[config.mk]
export PLATFORM = sky130hd
export DESIGN_NAME = mvu_ctrl
export DESIGN_NICKNAME = d
export VERILOG_FILES = /design/src/rtl/mvu_ctrl_pkg.sv /design/src/rtl/mvu_ctrl_agu.sv /design/src/rtl/mvu_ctrl.sv
export SDC_FILE = /design/constraint.sdc
export NUM_CORES = 1
export LEC_CHECK = 0
export ABC_AREA = 1
export CAP_MARGIN = 15
export CORE_UTILIZATION = 46
export CTS_CLUSTER_DIAMETER = 100
export DETAILED_ROUTE_END_ITERATION = 6
export DONT_BUFFER_PORTS = 1
export PLACE_DENSITY_LB_ADDON = 0.3
export SYNTH_ARGS = -nofsm -noshare
export SYNTH_HDL_FRONTEND = slang
export SYNTH_HIERARCHICAL = 1
export SYNTH_SLANG_ARGS = --single-unit
[constraint.sdc]
create_clock -name clk -period 7.5 [get_ports clk]
set_input_delay 1.125 -clock clk [delete_from_list [all_inputs] [get_ports clk]]
set_output_delay 1.125 -clock clk [all_outputs]
set_load 0.01 [all_outputs]
[src/rtl/mvu_ctrl_pkg.sv]
// MVU controller shared types: FSM state encoding and default widths.
// Optional stall counter enabled by MVU_CTRL_PERF_EN (see mvu_ctrl).
package mvu_ctrl_pkg;

  localparam int DEF_BWBANKA  = 9;
  localparam int DEF_BDBANKA  = 14;
  localparam int DEF_BPREC    = 4;
  localparam int DEF_BLEN     = 9;
  localparam int DEF_PIPE_LAT = 4;

  localparam logic [1:0] S_IDLE  = 2'd0;
  localparam logic [1:0] S_ISSUE = 2'd1;
  localparam logic [1:0] S_DRAIN = 2'd2;
  localparam logic [1:0] S_WRITE = 2'd3;

  typedef enum logic [1:0] {
    IDLE  = S_IDLE,
    ISSUE = S_ISSUE,
    DRAIN = S_DRAIN,
    WRITE = S_WRITE
  } state_t;

endpackage

[src/rtl/mvu_ctrl_agu.sv]
// MVU controller address generator: latched job config, k/b/o loop
// counters and the wrap-around read/write address arithmetic.
module mvu_ctrl_agu
  import mvu_ctrl_pkg::*;
#(
  parameter int BWBANKA = DEF_BWBANKA,
  parameter int BDBANKA = DEF_BDBANKA,
  parameter int BPREC   = DEF_BPREC,
  parameter int BLEN    = DEF_BLEN
) (
  input  logic               clk,
  input  logic               rst,
  input  logic               load,
  input  logic               step,
  input  logic               next_out,
  input  logic [BPREC-1:0]   iprec,
  input  logic [BLEN-1:0]    len,
  input  logic [BLEN-1:0]    nout,
  input  logic [BWBANKA-1:0] wbase,
  input  logic [BDBANKA-1:0] ibase,
  input  logic [BDBANKA-1:0] obase,
  output logic               k_zero,
  output logic               k_last,
  output logic               b_top,
  output logic               b_last,
  output logic               o_last,
  output logic [BDBANKA-1:0] rdd_addr,
  output logic [BWBANKA-1:0] rdw_addr,
  output logic [BDBANKA-1:0] wrd_addr
);

  logic [BPREC-1:0]   iprec_q;
  logic [BLEN-1:0]    len_q;
  logic [BLEN-1:0]    nout_q;
  logic [BWBANKA-1:0] wbase_q;
  logic [BDBANKA-1:0] ibase_q;
  logic [BDBANKA-1:0] obase_q;
  logic [BLEN-1:0]    k;
  logic [BPREC-1:0]   b;
  logic [BLEN-1:0]    o;

  logic [BPREC+BLEN-1:0] prod_b;
  logic [2*BLEN-1:0]     prod_o;

  always_ff @(posedge clk) begin
    if (rst) begin
      iprec_q <= '0;
      len_q   <= '0;
      nout_q  <= '0;
      wbase_q <= '0;
      ibase_q <= '0;
      obase_q <= '0;
      k       <= '0;
      b       <= '0;
      o       <= '0;
    end else if (load) begin
      iprec_q <= iprec;
      len_q   <= len;
      nout_q  <= nout;
      wbase_q <= wbase;
      ibase_q <= ibase;
      obase_q <= obase;
      k       <= '0;
      b       <= iprec - BPREC'(1);
      o       <= '0;
    end else if (next_out) begin
      o <= o + BLEN'(1);
      b <= iprec_q - BPREC'(1);
      k <= '0;
    end else if (step) begin
      if (k_last) begin
        k <= '0;
        if (!b_last)
          b <= b - BPREC'(1);
      end else begin
        k <= k + BLEN'(1);
      end
    end
  end

  assign k_zero = (k == '0);
  assign k_last = (k == len_q - BLEN'(1));
  assign b_top  = (b == iprec_q - BPREC'(1));
  assign b_last = (b == '0);
  assign o_last = (o == nout_q - BLEN'(1));

  // Products are taken at full width; truncation gives the bank wrap.
  assign prod_b = (BPREC+BLEN)'(b) * (BPREC+BLEN)'(len_q);
  assign prod_o = (2*BLEN)'(o) * (2*BLEN)'(len_q);

  assign rdd_addr = ibase_q + BDBANKA'(prod_b) + BDBANKA'(k);
  assign rdw_addr = wbase_q + BWBANKA'(prod_o) + BWBANKA'(k);
  assign wrd_addr = obase_q + BDBANKA'(o);

endmodule

[src/rtl/mvu_ctrl.sv]
// MVU job controller: IDLE/ISSUE/DRAIN/WRITE sequencer over mvu_ctrl_agu.
// Define MVU_CTRL_PERF_EN to add the perf_stall read-stall counter.
module mvu_ctrl
  import mvu_ctrl_pkg::*;
#(
  parameter int BWBANKA  = DEF_BWBANKA,
  parameter int BDBANKA  = DEF_BDBANKA,
  parameter int BPREC    = DEF_BPREC,
  parameter int BLEN     = DEF_BLEN,
  parameter int PIPE_LAT = DEF_PIPE_LAT
) (
  input  logic               clk,
  input  logic               rst,
  input  logic               start,
  input  logic [BPREC-1:0]   iprec,
  input  logic [BLEN-1:0]    len,
  input  logic [BLEN-1:0]    nout,
  input  logic [BWBANKA-1:0] wbase,
  input  logic [BDBANKA-1:0] ibase,
  input  logic [BDBANKA-1:0] obase,
  output logic               busy,
  output logic               done,
  output logic               rdd_en,
  input  logic               rdd_grnt,
  output logic [BDBANKA-1:0] rdd_addr,
  output logic [BWBANKA-1:0] rdw_addr,
  output logic               acc_clr,
  output logic               acc_sh,
  output logic               wrd_en,
  input  logic               wrd_grnt,
  output logic [BDBANKA-1:0] wrd_addr
`ifdef MVU_CTRL_PERF_EN
  ,
  output logic [31:0]        perf_stall
`endif
);

  localparam int DW = (PIPE_LAT > 1) ? $clog2(PIPE_LAT) : 1;

  state_t        state;
  state_t        nxt;
  logic [DW-1:0] dcnt;
  logic          done_q;

  logic issue, write;
  logic accept, degen, go;
  logic step, wgrant, last_rd;
  logic k_zero, k_last, b_top, b_last, o_last;

  logic [BDBANKA-1:0] agu_rdd;
  logic [BWBANKA-1:0] agu_rdw;
  logic [BDBANKA-1:0] agu_wrd;

  assign issue   = (state == ISSUE);
  assign write   = (state == WRITE);
  assign accept  = (state == IDLE) && start;
  assign degen   = (iprec == '0) || (len == '0) || (nout == '0);
  assign go      = accept && !degen;
  assign step    = issue && rdd_grnt;
  assign wgrant  = write && wrd_grnt;
  assign last_rd = step && k_last && b_last;

  mvu_ctrl_agu #(
    .BWBANKA (BWBANKA),
    .BDBANKA (BDBANKA),
    .BPREC   (BPREC),
    .BLEN    (BLEN)
  ) u_agu (
    .clk      (clk),
    .rst      (rst),
    .load     (go),
    .step     (step),
    .next_out (wgrant && !o_last),
    .iprec    (iprec),
    .len      (len),
    .nout     (nout),
    .wbase    (wbase),
    .ibase    (ibase),
    .obase    (obase),
    .k_zero   (k_zero),
    .k_last   (k_last),
    .b_top    (b_top),
    .b_last   (b_last),
    .o_last   (o_last),
    .rdd_addr (agu_rdd),
    .rdw_addr (agu_rdw),
    .wrd_addr (agu_wrd)
  );

  always_comb begin
    nxt = state;
    case (state)
      IDLE: begin
        if (go)
          nxt = ISSUE;
      end
      ISSUE: begin
        if (last_rd) begin
          if (PIPE_LAT == 0)
            nxt = WRITE;
          else
            nxt = DRAIN;
        end
      end
      DRAIN: begin
        if (dcnt == DW'(PIPE_LAT - 1))
          nxt = WRITE;
      end
      WRITE: begin
        if (wgrant) begin
          if (o_last)
            nxt = IDLE;
          else
            nxt = ISSUE;
        end
      end
      default: nxt = IDLE;
    endcase
  end

  always_ff @(posedge clk) begin
    if (rst) begin
      state  <= IDLE;
      dcnt   <= '0;
      done_q <= 1'b0;
    end else begin
      state  <= nxt;
      dcnt   <= (state == DRAIN) ? dcnt + DW'(1) : '0;
      done_q <= (accept && degen) || (wgrant && o_last);
    end
  end

  // Outputs are forced low while rst is high, even mid-job.
  assign busy     = !rst && (state != IDLE);
  assign done     = !rst && done_q;
  assign rdd_en   = !rst && issue;
  assign rdd_addr = rdd_en ? agu_rdd : '0;
  assign rdw_addr = rdd_en ? agu_rdw : '0;
  assign acc_clr  = rdd_en && rdd_grnt && k_zero && b_top;
  assign acc_sh   = rdd_en && rdd_grnt && k_zero && !b_top;
  assign wrd_en   = !rst && write;
  assign wrd_addr = wrd_en ? agu_wrd : '0;

`ifdef MVU_CTRL_PERF_EN
  always_ff @(posedge clk) begin
    if (rst || accept)
      perf_stall <= '0;
    else if (issue && !rdd_grnt && perf_stall != '1)
      perf_stall <= perf_stall + 32'd1;
  end
`endif

endmodule

==> load_flow_metrics.sql, run 1 <==
INSERT INTO impl_metrics (metric_group, metric, value, unit) VALUES
('run', 'max_cap_viol_count', '0', ''),
('clocking', 'tritoncts_clock_tree', 'yes', ''),
('grt', 'gr-usage-met2', '36.26', '%'),
('timing', 'post_route_skew', '0.01286', 'ns'),
('detailed_routing', 'detail_route.wirelength', '19730', 'um'),
('clocking', 'postCtsResizedCells', '0', ''),
('floorplan', 'start_util', '46.95', '%'),
('critical_path', 'worst_setup_path_end_kind', 'output port', ''),
('detailed_routing', 'wl_per_cell', '14.01', 'um'),
('floorplan', 'die-width', '137.6', 'um'),
('timing', 'total_negative_slack_for_setup_checks', '0', 'ns'),
('critical_path', 'crit_type', 'flip-flop to output port', ''),
('place', 'cell_total_after_placement', '1392', ''),
('grt', 'busiest_layer', 'met2', ''),
('synth', 'mappedNetlistNets', '1402', ''),
('timing', 'grt_setup_unrepaired', 'false', ''),
('clocking', 'cts_setup_buffers', '0', ''),
('power', 'worst_ir_drop_vdd', '0.2747', 'mV'),
('detailed_routing', 'dr.pass1.iters', '4', ''),
('floorplan', 'core.rowCount', '49', ''),
('power', 'powerDensity', '247.5', 'nW/um^2'),
('place', 'place_congestion', '0.8588', ''),
('critical_path', 'critPathRequiredTime', '6.38', 'ns'),
('power', 'total_power', '2192', 'uW'),
('place', 'detailed_place.area', '8547', 'sq um'),
('floorplan', 'die_area', '18940', 'sq um'),
('clocking', 'holdBufCountCts', '0', ''),
('grt', 'grt_max_degree', '58', ''),
('synth', 'yosys_most_used_dff', 'sky130_fd_sc_hd__dfxtp_1', ''),
('timing', 'slew_viol_final', '0', ''),
('grt', 'groute.layer.met3.usage', '4.783', '%'),
('grt', 'number_of_global_route_vias_before_repair', '6659', ''),
('hold_path', 'hp-class', 'flip-flop to flip-flop', ''),
('grt', 'gr-total-overflow', '0', ''),
('synth', 'postSynthRegisterBits', '86', ''),
('power', 'leakagePower', '0.004475', 'uW'),
('synth', 'seq_area_frac_synth', '20.34', '%'),
('clocking', 'cts.htree.levels', '3', ''),
('critical_path', 'worstPathMaxFanout', '16', ''),
('clocking', 'clock-sinks', '86', ''),
('grt', 'grt_util_met1', '28.77', '%'),
('floorplan', 'floorplan.die.height', '137.6', 'um'),
('layout', 'drive_gt1_share', '3.902', '%'),
('grt', 'grt_pass1_wl', '31980', 'um'),
('timing', 'tightest_slew', '0.9790', 'ns'),
('detailed_routing', 'drt_iter0_markers', '353', ''),
('timing', 'fmax', '0.1510', 'GHz'),
('place', 'post-dp-hpwl', '15240', 'um'),
('clocking', 'cts.reportedPaths.clkPinSlew', '0.07', 'ns'),
('run_status', 'status', 'finished, final reports clean', ''),
('detailed_routing', 'post_drt_via_cell_ratio', '5.027', ''),
('layout', 'finish.net_count', '1370', ''),
('layout', 'area.growth.synth_to_final', '4.642', '%'),
('grt', 'number_of_antenna_violations_at_the_first_check_in_global_routing', '0', ''),
('critical_path', 'worst_setup_path_start_kind', 'flip-flop', ''),
('synth', 'synth-compound-area-share', '10.07', '%'),
('synth', 'synth_top_family_by_area', 'adder cells', ''),
('synth', 'synth_mux_area_share', '0', '%'),
('place', 'placement.setup.worst_slack', '1.256', 'ns'),
('timing', 'timing.final.hold_violations', '0', ''),
('layout', 'layout.cells.most_common_list', 'sky130_fd_sc_hd__inv_1, sky130_fd_sc_hd__nand2_1, sky130_fd_sc_hd__nor2_1, sky130_fd_sc_hd__dfxtp_1, sky130_fd_sc_hd__o21ai_0', ''),
('timing', 'max-slew-margin-rel', '34.73', '%'),
('timing', 'period_needed', '6.624', 'ns'),
('place', 'io_buffer_count', '0', ''),
('timing', 'timing.final.setup_violations', '0', ''),
('clocking', 'clkLatencyLatePin', '0.35', 'ns'),
('timing', 'fin_crit_sh', '88.32', '%'),
('synth', 'postSynthAreaPerCell', '7.018', 'sq um'),
('timing', 'fin_ws', '0.8758', 'ns'),
('synth', 'synth_enable_flop_cells', '0', ''),
('floorplan', 'core-area', '18020', 'sq um');
==> worst max-delay path, cell delays in order (launching register included) <==
cell,delay (ns)
sky130_fd_sc_hd__dfxtp_1,0.78
sky130_fd_sc_hd__nand2_1,0.17
sky130_fd_sc_hd__fa_1,0.57
sky130_fd_sc_hd__inv_1,0.05
sky130_fd_sc_hd__fa_1,0.45
sky130_fd_sc_hd__ha_1,0.33
sky130_fd_sc_hd__fa_1,0.53
sky130_fd_sc_hd__inv_1,0.05
sky130_fd_sc_hd__fa_1,0.53
sky130_fd_sc_hd__inv_1,0.04
sky130_fd_sc_hd__ha_1,0.34
sky130_fd_sc_hd__nand2_1,0.06
sky130_fd_sc_hd__o21ai_0,0.31
sky130_fd_sc_hd__a21oi_1,0.11
sky130_fd_sc_hd__o21bai_1,0.16
sky130_fd_sc_hd__xor2_1,0.20
sky130_fd_sc_hd__inv_1,0.06
sky130_fd_sc_hd__nand2_1,0.06
sky130_fd_sc_hd__nand2_1,0.06
sky130_fd_sc_hd__inv_1,0.06
sky130_fd_sc_hd__inv_1,0.03
sky130_fd_sc_hd__nor2_1,0.18
==> state kept, by name, summed over array words and instances (netlist names) <==
name	count
state	2
u_agu/wbase_q	9
u_agu/o	9
u_agu/nout_q	9
dcnt	2
u_agu/ibase_q	14
u_agu/b	4
done_q	1
u_agu/iprec_q	4
u_agu/obase_q	14
u_agu/len_q	9
u_agu/k	9
==> final cells by class <==
class,count,area (sq um),area share (%)
tap,229,286.5,3.235
multi-input combinational,799,5483,61.91
inverter,275,1033,11.67
clock inverter,7,83.83,0.9466
timing repair buffer,3,22.52,0.2543
clock buffer,9,225.2,2.543
sequential,86,1722,19.44
==> path summary, 6_finish.rpt <==
kind                               endpoint  cells after the start  slack, ns       startpoint
worst max-delay path            rdw_addr[8]                     21       0.88   u_agu/len_q[2]
worst min-delay path                dcnt[0]                      1       0.42          dcnt[0]
worst max register to register   u_agu/b[3]                     13       4.27  u_agu/nout_q[0]
worst min register to register      dcnt[0]                      1       0.42          dcnt[0]
==> report_power, final <==
part | internal, uW | switching, uW
Clock | 240 | 232
Combinational | 378 | 661
Sequential | 552 | 129
Total | 1170 | 1020
==> cells by family after synthesis <==
kind of cell               Yosys count
buffers and inverters              321
xor gates and xnor gates            69
AOI/OAI and AO/OA                  157
adders and majority gates          132
DFF                                 86
and+or+nand+nor                    441
==> metal layers <==
layer	vias to the layer above	part of all wire [%]	routed length, um
met3	17	6.4	1253
met5	-	0	0
met1	3272	47	9289
met4	0	0.98	194
li1	3601	-	-
met2	188	46	8989
==> stage by stage <==
stage | utilization, % | hold WS [ns]
detailed placement | 47.42 | 0.4186
finish | 49.13 | 0.4248
floorplan | - | 0.4022
CTS | 49.13 | 0.4288
global route | 49.13 | 0.4477
global placement | 47.42 | 0.4177
==> Yosys cell counts (4+ instances only) <==
cell	number	area (sq um)
sky130_fd_sc_hd__buf_6	4	45.04
sky130_fd_sc_hd__ha_1	67	838.3
sky130_fd_sc_hd__fa_1	65	1301
sky130_fd_sc_hd__xor2_1	45	394.1
sky130_fd_sc_hd__nand2_2	5	31.28
sky130_fd_sc_hd__inv_1	272	1021
sky130_fd_sc_hd__nor2_1	159	596.8
sky130_fd_sc_hd__nand3_1	44	220.2
sky130_fd_sc_hd__a21oi_1	63	315.3
sky130_fd_sc_hd__nand2_1	184	690.7
sky130_fd_sc_hd__nand4_1	7	43.79
sky130_fd_sc_hd__clkbuf_1	26	97.59
sky130_fd_sc_hd__o21ai_0	72	360.4
sky130_fd_sc_hd__nor3_1	20	100.1
sky130_fd_sc_hd__xnor2_1	23	201.4
sky130_fd_sc_hd__dfxtp_1	86	1722
sky130_fd_sc_hd__buf_2	14	70.07
Power figures use the tool's default switching activity.
==> run 2: changes to the inputs <==
- CAP_MARGIN: 15 -> 20
==> results of run 2 <==
The final DEF is identical to that of run 1; final timing and power are the same.
==> run 3: changes to the inputs <==
- CORE_ASPECT_RATIO: not set -> 0.7
- CORE_MARGIN: not set -> 8
==> run 3 against run 2 <==
Count of clock-buffer cells in the layout is the same. First-iteration DRC count grew 41%. Global-route usage shrank 3.8 points. Critical path type unchanged. Critical endpoint unchanged. Highest routed layer unchanged.
==> load_flow_metrics.sql, run 3 (same netlist as run 1, synthesis figures left out) <==
INSERT INTO impl_metrics (metric_group, metric, value, unit) VALUES
('run_status', 'status', 'finished, final reports clean', ''),
('layout', 'layout.cells.most_common', 'sky130_fd_sc_hd__inv_1', ''),
('hold_path', 'min_delay_path_depth', '1', ''),
('clocking', 'clock-sinks', '86', ''),
('power', 'pwr-share-seq', '29.9', '%'),
('power', 'power_report.internal_total', '1260', 'uW'),
('timing', 'fmax', '0.1522', 'GHz'),
('layout', 'reg.largest.list', 'u_agu/ibase_q (14), u_agu/obase_q (14)', ''),
('power', 'worst_ir_drop_vdd', '0.1662', 'mV'),
('floorplan', 'io-pin-count', '107', ''),
('detailed_routing', 'detail_route.wirelength', '20270', 'um'),
('timing', 'period_needed', '6.571', 'ns'),
('timing', 'post_route_skew', '0.01118', 'ns'),
('floorplan', 'floorplan.die.height', '129.5', 'um'),
('timing', 'max-slew-margin-rel', '30.86', '%'),
('hold_path', 'hp-class', 'flip-flop to flip-flop', ''),
('critical_path', 'critPathRequiredTime', '6.38', 'ns'),
('timing', 'slew_viol_final', '0', ''),
('layout', 'drive_gt1_share', '3.983', '%'),
('clocking', 'cts.htree.levels', '3', ''),
('hold_path', 'hold_start', 'dcnt[0]', ''),
('timing', 'total_negative_slack_for_setup_checks', '0', 'ns'),
('critical_path', 'worst_setup_path_start_kind', 'flip-flop', ''),
('timing', 'tightest_slew', '1.037', 'ns'),
('detailed_routing', 'drt_iter0_markers', '499', ''),
('critical_path', 'worst_setup_path_end_kind', 'output port', ''),
('timing', 'fin_crit_sh', '87.62', '%'),
('place', 'placement.setup.worst_slack', '1.296', 'ns'),
('timing', 'timing.final.hold_violations', '0', ''),
('layout', 'num_antenna_cells', '0', ''),
('timing', 'timing.final.setup_violations', '0', ''),
('clocking', 'clkLatencyLatePin', '0.36', 'ns'),
('critical_path', 'worstPathMaxFanout', '16', ''),
('power', 'leakagePower', '0.004494', 'uW'),
('timing', 'fin_ws', '0.9288', 'ns'),
('layout', 'layout.cells.most_common_list', 'sky130_fd_sc_hd__inv_1, sky130_fd_sc_hd__nand2_1, sky130_fd_sc_hd__nor2_1, sky130_fd_sc_hd__dfxtp_1, sky130_fd_sc_hd__o21ai_0', ''),
('floorplan', 'die_area', '23060', 'sq um'),
('grt', 'grt_max_degree', '65', ''),
('floorplan', 'start_util', '47.00', '%'),
('detailed_routing', 'detail_route.drc_violations', '0', ''),
('critical_path', 'r2r_slack', '4.32', 'ns'),
('detailed_routing', 'wl_per_cell', '14.32', 'um'),
('run', 'max_cap_viol_count', '0', ''),
('place', 'post-dp-hpwl', '15970', 'um'),
('power', 'p_sw_share', '44.33', '%'),
('critical_path', 'rr_worst_depth', '13', ''),
('clocking', 'cts.root.buffer_cell', 'sky130_fd_sc_hd__clkbuf_16', ''),
('floorplan', 'core-area', '18010', 'sq um'),
('layout', 'fill_cells', '1819', ''),
('grt', 'grt_pass1_wl', '33270', 'um'),
('power', 'net-switching-power', '1003', 'uW'),
('detailed_routing', 'dr.pass1.iters', '6', ''),
('grt', 'number_of_antenna_violations_at_the_first_check_in_global_routing', '0', ''),
('grt', 'global_route.usage.total', '17.94', '%'),
('clocking', 'holdBufCountCts', '0', ''),
('clocking', 'cts_made_buffers', '9', ''),
('detailed_routing', 'post_drt_via_cell_ratio', '4.972', ''),
('power', 'comb_power_share', '46.2', '%'),
('detailed_routing', 'vias', '7040', ''),
('critical_path', 'startpoint_of_the_worst_setup_timing_path', 'u_agu/len_q[2]', ''),
('power', 'power.clock.fraction', '23.9', '%'),
('critical_path', 'r2r-end', 'u_agu/b[3]', ''),
('critical_path', 'crit_type', 'flip-flop to output port', ''),
('power', 'powerDensity', '253.9', 'nW/um^2'),
('critical_path', 'worst_ep_arrival_time', '5.45', 'ns'),
('clocking', 'cts_setup_buffers', '0', ''),
('hold_path', 'worstHoldEndpoint', 'dcnt[0]', ''),
('floorplan', 'core.rowCount', '41', ''),
('clocking', 'postCtsResizedCells', '0', ''),
('place', 'io_buffer_count', '0', ''),
('critical_path', 'regToRegStartpoint', 'u_agu/nout_q[0]', ''),
('clocking', 'tritoncts_clock_tree', 'yes', ''),
('layout', 'area.growth.synth_to_final', '5.337', '%'),
('floorplan', 'die-width', '178.1', 'um'),
('timing', 'grt_setup_unrepaired', 'false', ''),
('clocking', 'buffers_from_clock_root_to_sink_at_most', '2', ''),
('detailed_routing', 'detail-route-antenna-nets', '0', ''),
('grt', 'gr-total-overflow', '0', ''),
('layout', 'finish.net_count', '1371', ''),
('grt', 'number_of_global_route_vias_before_repair', '6656', ''),
('place', 'place_congestion', '0.8524', ''),
('clocking', 'cts.reportedPaths.clkPinSlew', '0.06', 'ns');
run 3: layout make-up:
class                      count  area (sq um)  share of cell area, %
multi-input combinational    799          5483                  61.50
tap                          236         295.3                  3.312
sequential                    86          1722                  19.31
clock buffer                   9         225.2                  2.526
inverter                     275          1033                  11.59
clock inverter                 7         126.4                  1.418
timing repair buffer           4         30.03                 0.3368
run 3: power by group through the flow:
stage / combinational [uW] / clock, uW / sequential, uW
2_1_floorplan: 906 / 0 / 610
3_3_place_gp: 1030 / 0 / 684
3_5_place_dp: 1040 / 0 / 686
4_1_cts: 1050 / 552 / 676
5_1_grt: 1220 / 570 / 694
6_report: 1050 / 540 / 677
run 3: worst max path at each step:
stage	slack (ns)	to
final	0.93	rdw_addr[8]
after floorplan	1.67	rdw_addr[8]
after CTS	0.89	rdw_addr[8]
after global placement	1.33	rdw_addr[8]
after detailed placement	1.30	rdw_addr[8]
after global routing	0.60	rdw_addr[8]
run 3: worst max-delay path, stage by stage (launching register included):
cell,delay (ns)
sky130_fd_sc_hd__dfxtp_1,0.76
sky130_fd_sc_hd__nand2_1,0.17
sky130_fd_sc_hd__fa_1,0.56
sky130_fd_sc_hd__inv_1,0.05
sky130_fd_sc_hd__fa_1,0.45
sky130_fd_sc_hd__ha_1,0.33
sky130_fd_sc_hd__fa_1,0.53
sky130_fd_sc_hd__inv_1,0.05
sky130_fd_sc_hd__fa_1,0.53
sky130_fd_sc_hd__inv_1,0.04
sky130_fd_sc_hd__ha_1,0.33
sky130_fd_sc_hd__nand2_1,0.07
sky130_fd_sc_hd__o21ai_0,0.28
sky130_fd_sc_hd__a21oi_1,0.11
sky130_fd_sc_hd__o21bai_1,0.18
sky130_fd_sc_hd__xor2_1,0.21
sky130_fd_sc_hd__inv_1,0.06
sky130_fd_sc_hd__nand2_1,0.06
sky130_fd_sc_hd__nand2_1,0.04
sky130_fd_sc_hd__inv_1,0.04
sky130_fd_sc_hd__inv_1,0.03
sky130_fd_sc_hd__nor2_1,0.20
run 3: routing by layer:
layer  vias to the layer above  GRT usage, %  wire length [um]
li1                       3595             -                 -
met1                      3225         25.01             10020
met2                       204         27.38              8419
met3                        16         5.318              1678
met4                         0         2.933               150
met5                         -             0                 0
run 3: metrics by stage:
step                cells  cell area, sq um  hold slack [ns]  utilization, %  power (uW)
finish               1416              8915           0.4341           49.51        2264
global route         1416              8915           0.4520           49.51        2480
CTS                  1416              8915           0.4328           49.51        2282
detailed placement   1400              8563           0.4161           47.56        1731
global placement     1400              8563           0.4198           47.56        1710
floorplan            1206              8463           0.4022               -        1516
